===== src/rtl/otter_lsu.sv =====
// otter_lsu: load/store unit between the OTTER core and a single-port data memory.
// Accepts one request at a time, checks alignment, drives byte-lane strobes and
// returns aligned, extended load data with a one-cycle response pulse.
// Optional feature macro: OTTER_LSU_RANGE_CHECK_EN (adds an address >= MEM_SIZE fault).
module otter_lsu #(
  parameter int unsigned MEM_SIZE = 65536
) (
  input  logic        i_clk,
  input  logic        i_rst_n,
  input  logic        i_req_valid,
  output logic        o_req_ready,
  input  logic        i_req_we,
  input  logic [1:0]  i_req_size,
  input  logic        i_req_unsigned,
  input  logic [31:0] i_req_addr,
  input  logic [31:0] i_req_w_data,
  output logic        o_rsp_valid,
  output logic        o_rsp_err,
  output logic [31:0] o_rsp_r_data,
  output logic        o_dmem_re,
  output logic        o_dmem_we,
  output logic [3:0]  o_dmem_sel,
  output logic [31:0] o_dmem_addr,
  output logic [31:0] o_dmem_w_data,
  input  logic [31:0] i_dmem_r_data
);

  // A memory size that is not a power of two is a configuration error.
  if (MEM_SIZE == 0 || (MEM_SIZE & (MEM_SIZE - 1)) != 0) begin : g_mem_size_check
    $error("otter_lsu: MEM_SIZE must be a power of two");
  end

  typedef enum logic [1:0] {
    IDLE    = 2'd0,
    ACCESS  = 2'd1,
    RD_DATA = 2'd2,
    RESP    = 2'd3
  } state_t;

  state_t      state;
  state_t      state_next;

  logic        we_q;
  logic [1:0]  size_q;
  logic        unsigned_q;
  logic [31:0] addr_q;
  logic [31:0] w_data_q;
  logic        fault_q;
  logic [31:0] r_data_q;

  logic        req_fault;
  logic        accept;
  logic [3:0]  lane_sel;
  logic [31:0] shifted;
  logic [31:0] load_ext;

  assign accept = (state == IDLE) && i_req_valid;

  // Decide at acceptance time whether the incoming request can be issued at all.
  always_comb begin
    req_fault = 1'b0;
    case (i_req_size)
      2'd1:    req_fault = i_req_addr[0];
      2'd2:    req_fault = |i_req_addr[1:0];
      2'd3:    req_fault = 1'b1;
      default: req_fault = 1'b0;
    endcase
`ifdef OTTER_LSU_RANGE_CHECK_EN
    if ({1'b0, i_req_addr} >= 33'(MEM_SIZE)) req_fault = 1'b1;
`endif
  end

  // State register; reset aborts any transaction in flight.
  always_ff @(posedge i_clk or negedge i_rst_n) begin
    if (!i_rst_n) state <= IDLE;
    else          state <= state_next;
  end

  // Latch the request on acceptance and capture load data on the RD_DATA exit edge.
  always_ff @(posedge i_clk or negedge i_rst_n) begin
    if (!i_rst_n) begin
      we_q       <= 1'b0;
      size_q     <= 2'd0;
      unsigned_q <= 1'b0;
      addr_q     <= 32'd0;
      w_data_q   <= 32'd0;
      fault_q    <= 1'b0;
      r_data_q   <= 32'd0;
    end else if (accept) begin
      we_q       <= i_req_we;
      size_q     <= i_req_size;
      unsigned_q <= i_req_unsigned;
      addr_q     <= i_req_addr;
      w_data_q   <= i_req_w_data;
      fault_q    <= req_fault;
      r_data_q   <= 32'd0;
    end else if (state == RD_DATA) begin
      r_data_q   <= load_ext;
    end
  end

  // Byte-lane enables for the latched access size and offset.
  always_comb begin
    lane_sel = 4'b0000;
    case (size_q)
      2'd0:    lane_sel = 4'b0001 << addr_q[1:0];
      2'd1:    lane_sel = addr_q[1] ? 4'b1100 : 4'b0011;
      2'd2:    lane_sel = 4'b1111;
      default: lane_sel = 4'b0000;
    endcase
  end

  // Replicate store data across lanes so the selected lanes always carry it.
  always_comb begin
    o_dmem_w_data = w_data_q;
    case (size_q)
      2'd0:    o_dmem_w_data = {4{w_data_q[7:0]}};
      2'd1:    o_dmem_w_data = {2{w_data_q[15:0]}};
      default: o_dmem_w_data = w_data_q;
    endcase
  end

  // Right-align the memory word by the byte offset, then truncate and extend.
  always_comb begin
    shifted  = i_dmem_r_data >> {addr_q[1:0], 3'b000};
    load_ext = shifted;
    case (size_q)
      2'd0:    load_ext = unsigned_q ? {24'd0, shifted[7:0]}
                                     : {{24{shifted[7]}}, shifted[7:0]};
      2'd1:    load_ext = unsigned_q ? {16'd0, shifted[15:0]}
                                     : {{16{shifted[15]}}, shifted[15:0]};
      default: load_ext = shifted;
    endcase
  end

  assign o_dmem_addr = addr_q;

  // Next-state sequencing and the per-state strobes and response outputs.
  always_comb begin
    state_next   = state;
    o_req_ready  = 1'b0;
    o_dmem_re    = 1'b0;
    o_dmem_we    = 1'b0;
    o_dmem_sel   = 4'b0000;
    o_rsp_valid  = 1'b0;
    o_rsp_err    = 1'b0;
    o_rsp_r_data = 32'd0;
    case (state)
      IDLE: begin
        o_req_ready = 1'b1;
        if (i_req_valid) state_next = req_fault ? RESP : ACCESS;
      end
      ACCESS: begin
        o_dmem_re  = ~we_q;
        o_dmem_we  = we_q;
        o_dmem_sel = lane_sel;
        state_next = we_q ? RESP : RD_DATA;
      end
      RD_DATA: begin
        state_next = RESP;
      end
      RESP: begin
        o_rsp_valid  = 1'b1;
        o_rsp_err    = fault_q;
        o_rsp_r_data = fault_q ? 32'd0 : r_data_q;
        state_next   = IDLE;
      end
    endcase
  end

endmodule


===== config.mk =====
export PLATFORM = sky130hd
export DESIGN_NAME = otter_lsu
export DESIGN_NICKNAME = d
export VERILOG_FILES = /design/src/rtl/otter_lsu.sv
export SDC_FILE = /design/constraint.sdc
export NUM_CORES = 1
export LEC_CHECK = 0
export ABC_AREA = 1
export CAP_MARGIN = 5
export CORE_MARGIN = 4
export CORE_UTILIZATION = 44
export DETAILED_ROUTE_END_ITERATION = 10
export GPL_TIMING_DRIVEN = 0
export PLACE_DENSITY = 0.88
export SKIP_LAST_GASP = 1
export SLEW_MARGIN = 20
export SYNTH_ARGS = -nofsm -noshare
export SYNTH_HDL_FRONTEND = slang
export SYNTH_SLANG_ARGS = --single-unit

===== constraint.sdc =====
create_clock -name i_clk -period 2.2 [get_ports i_clk]
set_clock_uncertainty 0.05 [all_clocks]
set_input_delay 0.44 -clock i_clk [delete_from_list [all_inputs] [get_ports i_clk]]
set_output_delay 0.44 -clock i_clk [all_outputs]
set_load 0.005 [all_outputs]

==> results.py <==
metrics = {
    "synthesis": {
        "syn_area_um2": 5370,
        "synth.avg_cell_area_um2": 7.04,
        "syn_nets": 871,
        "synth_cell_type_count": 25,
        "yosysWarnings": 0,
        "ys_ff_latch": 103,
        "ys_seq_area_share_pct": 48.0,
        "postSynthCellCount": 763,
    },
    "routing": {
        "drt-total-wl_mm": 17.9,
        "firstDrtPassIters": 5,
        "num_vias": 5716,
        "via_per_inst": 4.94,
        "wl_per_cell_um": 15.5,
        "post-route-drc-count": 0,
        "drt_iter0_markers": 364,
        "ant_nets": 0,
    },
    "sta": {
        "tightestPinTransition_ps": 460,
        "hold_viol": 0,
        "max_slew_margin_pct": 69.3,
        "fmax_mhz": 454,
        "min_period_over_period_pct": 100,
        "report.final.slew_viol_count": 0,
        "setup_ws_ps": -2.63,
        "rsz0062_at_grt": "true",
        "period_minus_slack_ps": 2200,
        "final-setup-viol-count": 1,
    },
    "setup_path": {
        "cp.arrival_ps": 1710,
        "crit_fanout": 10,
        "startpoint_type": "flop",
        "crit_type": "flop to output port",
        "reg2reg_to": "r_data_q[7]",
        "cp_data_required_time_ps": 1710,
        "r2r_slack_ps": 90,
        "reg2regPathDepth": 9,
        "r2r-start": "state[0]",
        "critical_path.endpoint_type": "output port",
    },
    "clock_network": {
        "cts_tree": "done",
        "cts_buffers": 9,
        "cts.htree.levels": 3,
        "clock_path_buffers": 2,
        "clock_latency_ps": 340,
        "cts.sinks": 103,
        "cts-root-buf": "clkbuf_16",
        "clkSlewWorstSetupHoldPaths_ps": 70,
    },
    "grt": {
        "grt_pass1_vias": 5717,
        "grt_overflow": 0,
        "grt_use_total_pct": 24.9,
        "grt_max_degree": 66,
        "grt_pass1_wl_mm": 27.9,
        "antenna_found_initial": 0,
    },
    "pwr": {
        "p_total_mw": 11.4,
        "power_density_nw_per_um2": 1390,
        "p_leak_nw": 4.39,
        "peakVddDrop_uv": 665,
    },
    "finish": {
        "fin_nets": 1114,
        "antenna_cells": 0,
        "drive_gt1_share_pct": 12.8,
        "fin_util_pct": 68.8,
        "syn_to_final_growth_pct": 53.1,
    },
    "floorplan": {
        "ios": 208,
        "die_w_um": 118,
        "rows": 40,
        "die_h_um": 118,
        "die_area_um2": 14000,
        "initial_utilization_pct": 44.9,
        "core_um2": 12000,
    },
    "worst_hold_path": {
        "whs_path_depth": 2,
        "worstHoldStart": "o_dmem_addr[17]",
        "worstHoldEndpoint": "o_dmem_addr[17]",
        "hold_class": "flop to flop",
    },
    "place": {
        "port_buffers": 207,
        "post-dp-hpwl_mm": 13.1,
        "place_congestion": 0.938,
    },
    "run": {
        "maxCapViolCount": 0,
    },
    "run_status": {
        "status": "complete, but fails checks",
        "violations": "negative setup slack",
    },
}
-- metal layers --
metal  global-route usage, %  part of all wire [%]  up-vias
li1                        -                     -     2802
met1                    30.8                    41     2615
met2                    42.1                    48      258
met3                    5.84                   8.3       41
met4                    10.1                   2.8        0
met5                       0                     0        -
-- synth_stat cells, drive strengths merged --
library cell / instances / share of area [%]
nand2: 386 / 27
clkbuf: 16 / 1.1
or2: 1 / 0.12
nand3: 26 / 2.7
o211ai: 3 / 0.42
dfrtp: 103 / 48
a22oi: 7 / 0.98
nor2: 45 / 3.7
nor3: 1 / 0.093
a31oi: 3 / 0.35
buf: 30 / 3.2
ha: 5 / 1.2
inv: 71 / 5.0
a21oi: 26 / 2.4
o21ai: 40 / 3.7
-- sequential cells by signal, indices dropped and copies added, names as in the netlist --
| signal | count |
|---|---|
| o_dmem_addr | 32 |
| unsigned_q | 1 |
| we_q | 1 |
| r_data_q | 32 |
| fault_q | 1 |
| size_q | 2 |
| state | 2 |
| w_data_q | 32 |
-- timing repair --
item | in CTS | in global routing
endpoints found under the setup margin | 66 | 119
endpoints found under the hold margin | 38 | 0
pin swaps | 7 | 8
hold buffers | 1 | 0
buffers inserted | 20 | 5
gates resized for setup | 117 | 72
-- cells by family after synthesis --
family                   count (synthesis)  synth area share (%)
flip-flops                             103                  48.0
adder cells (fa/ha/maj)                  5                  1.16
AO/OA/AOI/OAI                           79                  7.90
AND/OR/NAND/NOR                        459                  33.7
buffers and inverters                  117                  9.27
-- metrics by stage --
stage          TNS (ps)  hold WS, ps  instance area [µm²]  setup WS, ps  std cells
6_report          -2.63          431                 8230         -2.63       1158
5_1_grt            -929          444                 8230         -75.7       1158
4_1_cts            -840          434                 8220         -99.5       1154
3_5_place_dp      -8990          320                 7660          -307       1118
2_1_floorplan         0         94.4                 5370           485        763
3_3_place_gp    -347460          411                 7630         -3310       1117
-- worst max-delay path by stage --
| stage | startpoint | end | slack [ps] | cells past startpoint |
|---|---|---|---|---|
| after global routing | state[1] | o_rsp_r_data[14] | -80 | 7 |
| final | state[1] | o_rsp_r_data[14] | -3 | 7 |
| after CTS | state[1] | o_rsp_r_data[23] | -100 | 8 |
| after detailed placement | size_q[1] | o_dmem_w_data[28] | -310 | 7 |
| after floorplan | state[0] | r_data_q[7] | 490 | 8 |
| after global placement | i_rst_n | w_data_q[18] | -3310 | 1 |
-- layout make-up --
class	count	area, µm²
fillers	966	3740
flip-flops and latches	103	2580
multi-input cells	543	2380
repair buffers	234	2160
plain buffers	44	310
inverters	71	278
clock buffers	10	239
well taps	147	184
clock inverters	6	91.3
-- critical path, stage by stage, from the launching register on --
cell and delay (ps):
dfrtp_1 400, buf_4 150, ha_4 160, nand2_4 90, buf_4 120, clkbuf_8 140, nor2_1 40, dlygate4sd2_1 260
-- cell usage in the layout, fill, tap and decap left out, drive strengths merged --
master         count
nand2            386
o21ai             40
nor2              45
a22oi              7
clkinvlp           4
buf               63
a21oi             26
dlygate4sd2       35
o211ai             3
bufinv             2
a31oi              3
clkdlybuf4s50    142
or2                1
ha                 5
dlymetal6s2s       3
dlygate4sd3        1
nand3             26
dfrtp            103
nor3               1
clkbuf            44
inv               71
-- report_power, final --
group          switching, mW  total [mW]  internal (mW)
registers              0.535        3.27           2.74
clock network          0.725        1.76           1.03
logic                   3.45        6.41           2.96
total                   4.71        11.4           6.73
Power figures use the tool's default switching activity.
